==> config.mk <==
export PLATFORM = sky130hd
export DESIGN_NAME = action_capture
export DESIGN_NICKNAME = d
export VERILOG_FILES = /design/src/rtl/action_capture_pkg.sv /design/src/rtl/action_capture_btn_debounce.sv /design/src/rtl/action_capture.sv
export SDC_FILE = /design/constraint.sdc
export NUM_CORES = 1
export LEC_CHECK = 0
export BUFFER_PORTS_ARGS = -buffer_cell sky130_fd_sc_hd__buf_2
export CORE_UTILIZATION = 58
export DETAILED_ROUTE_END_ITERATION = 12
export GPL_ROUTABILITY_DRIVEN = 1
export MAX_ROUTING_LAYER = met4
export PLACE_DENSITY_LB_ADDON = 0.12
export SETUP_SLACK_MARGIN = 0.4
export SYNTH_ARGS = -nofsm -noshare
export SYNTH_HDL_FRONTEND = slang
export SYNTH_SLANG_ARGS = --single-unit
==> constraint.sdc <==
create_clock -name clk -period 5.25 [get_ports clk]
set_input_delay 1.575 -clock clk [delete_from_list [all_inputs] [get_ports clk]]
set_output_delay 1.575 -clock clk [all_outputs]
set_load 0.01 [all_outputs]
==> src/rtl/action_capture_pkg.sv <==
// Shared game constants: action codes, widths and the pending-slot state type.
// The action-side converter and the board logic use the same definitions.
package action_capture_pkg;

  localparam int ACT_W = 3;
  localparam int BTN_N = 6;

  localparam logic [ACT_W-1:0] ACT_NONE = 3'd0;
  localparam logic [ACT_W-1:0] ACT_1    = 3'd1;
  localparam logic [ACT_W-1:0] ACT_2    = 3'd2;
  localparam logic [ACT_W-1:0] ACT_3    = 3'd3;
  localparam logic [ACT_W-1:0] ACT_4    = 3'd4;
  localparam logic [ACT_W-1:0] ACT_5    = 3'd5;
  localparam logic [ACT_W-1:0] ACT_6    = 3'd6;

  typedef enum logic {
    ST_EMPTY = 1'b0,
    ST_FULL  = 1'b1
  } pend_state_t;

  // Lowest set bit wins; code is bit index + 1, ACT_NONE when no bit is set.
  function automatic logic [ACT_W-1:0] encode_lowest(input logic [BTN_N-1:0] ev);
    logic [ACT_W-1:0] code;
    code = ACT_NONE;
    for (int i = BTN_N - 1; i >= 0; i--) begin
      if (ev[i]) code = ACT_W'(i + 1);
    end
    return code;
  endfunction

  function automatic logic multi_hot(input logic [BTN_N-1:0] ev);
    return (ev & (ev - 1'b1)) != '0;
  endfunction

endpackage

==> src/rtl/action_capture_btn_debounce.sv <==
// One button: two-flop synchroniser, debounce counter and debounced rising-edge strobe.
// The press strobe fires in the same cycle the debounced level is about to flip high.
module btn_debounce #(
  parameter int DEB_CYCLES = 16,
  parameter int CNT_W      = 5
) (
  input  logic clk,
  input  logic rst,
  input  logic btn,
  output logic press
);

  localparam logic [CNT_W-1:0] CNT_MAX = CNT_W'(DEB_CYCLES - 1);

  logic [1:0]       sync_reg;
  logic             deb_reg;
  logic [CNT_W-1:0] cnt_reg;
  logic             differ;
  logic             expire;

  assign differ = sync_reg[1] != deb_reg;
  assign expire = differ && (cnt_reg == CNT_MAX);

  always_ff @(posedge clk) begin
    if (rst) begin
      sync_reg <= '0;
      deb_reg  <= 1'b0;
      cnt_reg  <= '0;
    end else begin
      sync_reg <= {sync_reg[0], btn};
      if (!differ) begin
        cnt_reg <= '0;
      end else if (expire) begin
        // Counter clears on the flip, so it never passes CNT_MAX.
        deb_reg <= ~deb_reg;
        cnt_reg <= '0;
      end else begin
        cnt_reg <= cnt_reg + 1'b1;
      end
    end
  end

  assign press = expire && !deb_reg;

endmodule

==> src/rtl/action_capture.sv <==
// Per-player action producer: debounces six buttons, keeps one pending action
// and publishes it as a stable code for the game step following each tick.
module action_capture
  import action_capture_pkg::*;
#(
  parameter int DEB_CYCLES = 16,
  parameter int CNT_W      = 5
) (
  input  logic             clk,
  input  logic             rst,
  input  logic             tick,
  input  logic [BTN_N-1:0] btn,
  output logic [ACT_W-1:0] act,
  output logic             pend,
  output logic             drop
);

  logic [BTN_N-1:0] press_ev;

  generate
    for (genvar gi = 0; gi < BTN_N; gi++) begin : g_btn
      btn_debounce #(
        .DEB_CYCLES(DEB_CYCLES),
        .CNT_W     (CNT_W)
      ) u_deb (
        .clk  (clk),
        .rst  (rst),
        .btn  (btn[gi]),
        .press(press_ev[gi])
      );
    end
  endgenerate

  pend_state_t      state_reg, state_next;
  logic [ACT_W-1:0] code_reg, code_next;
  logic [ACT_W-1:0] act_reg, act_next;
  logic             drop_reg, drop_next;
  logic             any_press;
  logic [ACT_W-1:0] press_code;

  assign any_press  = |press_ev;
  assign press_code = encode_lowest(press_ev);

  always_ff @(posedge clk) begin
    if (rst) begin
      state_reg <= ST_EMPTY;
      code_reg  <= ACT_NONE;
      act_reg   <= ACT_NONE;
      drop_reg  <= 1'b0;
    end else begin
      state_reg <= state_next;
      code_reg  <= code_next;
      act_reg   <= act_next;
      drop_reg  <= drop_next;
    end
  end

  always_comb begin
    state_next = state_reg;
    code_next  = code_reg;
    act_next   = act_reg;
    // Losers of a same-cycle priority resolution are always discarded.
    drop_next  = multi_hot(press_ev);

    if (tick) begin
      act_next = (state_reg == ST_FULL) ? code_reg : ACT_NONE;
      if (any_press) begin
        state_next = ST_FULL;
        code_next  = press_code;
      end else begin
        state_next = ST_EMPTY;
        code_next  = ACT_NONE;
      end
    end else if (any_press) begin
      if (state_reg == ST_EMPTY) begin
        state_next = ST_FULL;
        code_next  = press_code;
      end else begin
        // First press wins while an action is waiting.
        drop_next = 1'b1;
      end
    end
  end

  assign act  = act_reg;
  assign pend = (state_reg == ST_FULL);
  assign drop = drop_reg;

endmodule
==> results <==
- Pin placement for this block handled 14 I/O pins.
- The critical path in this run is classified as reg2out.
- The fraction of registers with async set or reset after synthesis is 0%.
- The HPWL after detailed placement is approximately 2500 µm.
- The routed design has 3467 µm of wire.
- TritonCTS built the clock tree.
- The post-CTS setup-driven buffer insertion count is 0.
- The number of nets handed over by synthesis was approximately 240.
- The maximum fanout along the worst path is 8.
- The initial antenna violation count is 0.
- The number of cells on the worst reg-to-reg path is 7.
- The count of different cell masters after synthesis is 33.
- Registers take roughly 0.0011 mm².
- Setup repair after global routing left no endpoint under its margin.
- After layout, the worst setup slack is 2.697 ns.
- For this run, the number of Yosys warnings is 0.
- The final hold violation count came to 0.
- At the pin with the least slew margin, the transition time is slightly below 0.6 ns.
- The flow ran to the end, and the final reports show no timing, DRC or antenna violations.
- The worst setup slack before clock tree synthesis is between 2 and 3 ns.
- The normalized max-slew margin is roughly three fifths.
- The pin count of the biggest net entering global routing is 35.
- After detailed routing, the average wire length per cell comes to ~12 µm.
- Traced cell by cell, the critical path runs through buf_2.
- The critical path endpoint category is an output pin.
- In this run the worst hold path is classified as reg2reg.
- The final-report max-slew violation count came to 0.
- The final weighted congestion in routability-driven placement is ~0.73.
- In this run the critical register-to-register path is launched from g_btn[3].u_deb.cnt_reg[0].
- The kind of cell with the highest combined delay along the critical path is flip-flops.
- The final period demand of the worst path is roughly 2.6 ns.
- The prevailing post-synth register cell is dfxtp_1.
- In this run the deepest clock path goes through 2 buffers.
- Across all layers, the routed design uses around 1500 vias.
- The required time at the worst-slack endpoint is about 3.7 ns.
- The first global-routing pass estimated just over 6000 µm of wire.
- The final-layout setup total negative slack is 0 ns.
- Once the floorplan was initialized, standard cells occupied 61.01% of the core.
- The register with the most flip-flops in the layout has 30 of them.
- The floorplan die area is approximately 0.0042 mm².
- Global routing finished with a remaining overflow of 0.
- The overall die height is around 65 µm.
- The average vias per placed instance is around 5.2.
- The number of flops mapped to enable cells by yosys is 0.
- Port buffering added 13 buffers.
- STA classifies the critical path startpoint as a flop.
- The insertion delay to the later sink of the worst-skew pair is about 0.30 ns.
- The data arrival time at the worst-slack endpoint is slightly below 1 ns.
- Once the clock tree was built, the resizer swapped 0 gates to a different size.
- For this design the static power due to leakage is roughly 1.1 nW.
- The standard cell core area is 0.003716 mm².
- The total of hold buffers inserted after clock tree synthesis is 0.
- In the synthesized netlist, the number of instances is 221.
- In this run, CTS created clock tree buffers numbering 5.
- The setup slack of the worst register-to-register path is roughly 3.4 ns.
- The tool flagged a number of max-cap violations equal to 0.
- The proportion of layout cells with a drive suffix above 1 is 13.03%.
- The mean post-synth cell area is ~10 µm².
- The worst-case IR drop observed on VDD is approximately 0.16 mV.
- The clock sink count is 56.
- The most critical setup path has its startpoint at pend.
- Across every metal layer, demand over resource in global routing totals between 10% and 20%.
- The first-pass iteration count of the detailed router is 4.
- The share of the cycle needed by the critical path after routing is 48.62%.
- The area added between synthesis and finish is 8.609%.
- The number of buffers and inverters on the critical path is 1.
- The peak per-stage delay on the critical path is 0.49 ns.
- The maximum achievable frequency is 391.7 MHz.
- Setup violations remaining at the end of the flow were counted as 0.
- The remaining design rule violation count is 0.
- In this run the power density over the cells is between 200 and 300 mW/mm².
- The number of cells on the critical path is 1.
- The area of the mapped netlist is between 0.002 and 0.0025 mm².
- The number of antenna diodes in the final layout is 0.
- In this run, synthesis produced a sequential element count of 56.
- The H-tree was split into 2 levels.
- The critical register-to-register path endpoint is code_reg[0].
- The multi-input combinational cells in the finished layout cover a total of around 0.0011 mm².
- The cell with the largest stage delay on the worst path is dfxtp_1.
- The floorplan has 22 rows.
- The worst setup path endpoint is pend.
- Clock-pin slew was measured on the worst setup and hold paths at approximately 0.090 ns.
- The CTS root buffer is clkbuf_8.
- The worst clock skew is around 0.0040 ns.
- The via count of the first global-routing pass came to 1454.
- The number of fill cells is 296.
- The floorplan step set the die width to between 60 and 70 µm.
- In this run the remaining antenna-violating nets after routing total 0.
- The sequential cell area fraction in the yosys report is between 40% and 50%.
- After the last flow step, the layout net total stands at ~260.
- For this block, the initial DRC count from the detailed router was 52.
-- stage by stage --
| step | instance area [µm²] | hold slack (ns) | cells | utilization [%] | power, mW |
|---|---|---|---|---|---|
| after floorplan | 2267 | 0.4109 | 221 | - | 0.4566 |
| after global placement | 2372 | 0.4205 | 278 | 63.84 | 0.4609 |
| after detailed placement | 2372 | 0.4217 | 278 | 63.84 | 0.4620 |
| after CTS | 2462 | 0.4455 | 286 | 66.26 | 0.6938 |
| after global routing | 2462 | 0.4651 | 286 | 66.26 | 0.7101 |
| final | 2462 | 0.4424 | 286 | 66.26 | 0.6845 |
-- worst min path at each step --
stage | from | endpoint | slack (ns) | depth (start not counted)
floorplan | g_btn[0].u_deb.sync_reg[0] | g_btn[0].u_deb.sync_reg[1] | 0.41 | 1
global placement | g_btn[2].u_deb.sync_reg[0] | g_btn[2].u_deb.sync_reg[1] | 0.42 | 1
detailed placement | g_btn[5].u_deb.sync_reg[0] | g_btn[5].u_deb.sync_reg[1] | 0.42 | 1
CTS | g_btn[2].u_deb.sync_reg[0] | g_btn[2].u_deb.sync_reg[1] | 0.45 | 1
global route | g_btn[3].u_deb.sync_reg[0] | g_btn[3].u_deb.sync_reg[1] | 0.47 | 1
finish | g_btn[2].u_deb.sync_reg[0] | g_btn[2].u_deb.sync_reg[1] | 0.44 | 1
-- area by class of cell --
class                      instances  share of cell area (%)
tap                               48                   2.439
multi-input combinational        149                   43.90
inverter                          12                   1.829
sequential                        56                   45.53
timing repair buffer              13                   2.642
clock buffer                       8                   3.659
-- kinds of logic (layout without fill, tap and decap cells) --
group / after synthesis / count (layout) / synth area share, %
xor+xnor: 18 / 18 / 6.954
compound gates: 21 / 21 / 6.292
fa+ha+maj: 12 / 12 / 6.622
simple gates: 93 / 93 / 25.61
buf+inv: 16 / 33 / 2.870
flops: 56 / 56 / 49.45
mux: 5 / 5 / 2.208
-- where the power goes --
part | total (mW) | internal [mW] | switching [mW]
logic | 0.0178 | 0.00885 | 0.00900
clock network | 0.232 | 0.108 | 0.125
registers | 0.434 | 0.430 | 0.00409
total | 0.684 | 0.547 | 0.138
-- cell usage after synthesis, drive strengths merged, types with 2 or more instances --
| cell | count | share of area [%] |
|---|---|---|
| nor2b | 9 | 2.5 |
| a21oi | 7 | 1.5 |
| nand3b | 6 | 4.7 |
| and2b | 5 | 1.7 |
| xnor2 | 12 | 4.6 |
| or3 | 6 | 2.8 |
| o211ai | 2 | 0.66 |
| xor2 | 6 | 2.3 |
| dfxtp | 56 | 49 |
| and3 | 7 | 1.9 |
| clkbuf | 2 | 0.33 |
| ha | 12 | 6.6 |
| mux2i | 5 | 2.2 |
| inv | 12 | 2.0 |
| o21ai | 2 | 0.44 |
| a31oi | 2 | 0.55 |
| buf | 2 | 0.55 |
| nand2b | 7 | 1.9 |
| nor2 | 38 | 6.3 |
| nand3 | 11 | 2.6 |
| nand2 | 2 | 0.33 |
| o32ai | 3 | 1.2 |
-- per-layer routing --
layer / track usage, % / routed length, µm / vias to the layer above
met3: 5.282 / 123 / 6
met4: 8.333 / 63 / 0
met1: 21.36 / 1605 / 685
li1: - / - / 768
met5: - / 0 / -
met2: 33.29 / 1675 / 29
-- layout by cell type (no fill, tap or decap), types with 7 or more instances in the layout --
cell type and count:
dfxtp_1 56, nor2_1 38, buf_2 13, inv_1 12, xnor2_1 12, ha_1 12, nand3_1 10, nor2b_1 9
and3_1 7, nand2b_1 7, a21oi_1 7
(Power assumes the default switching activity.)
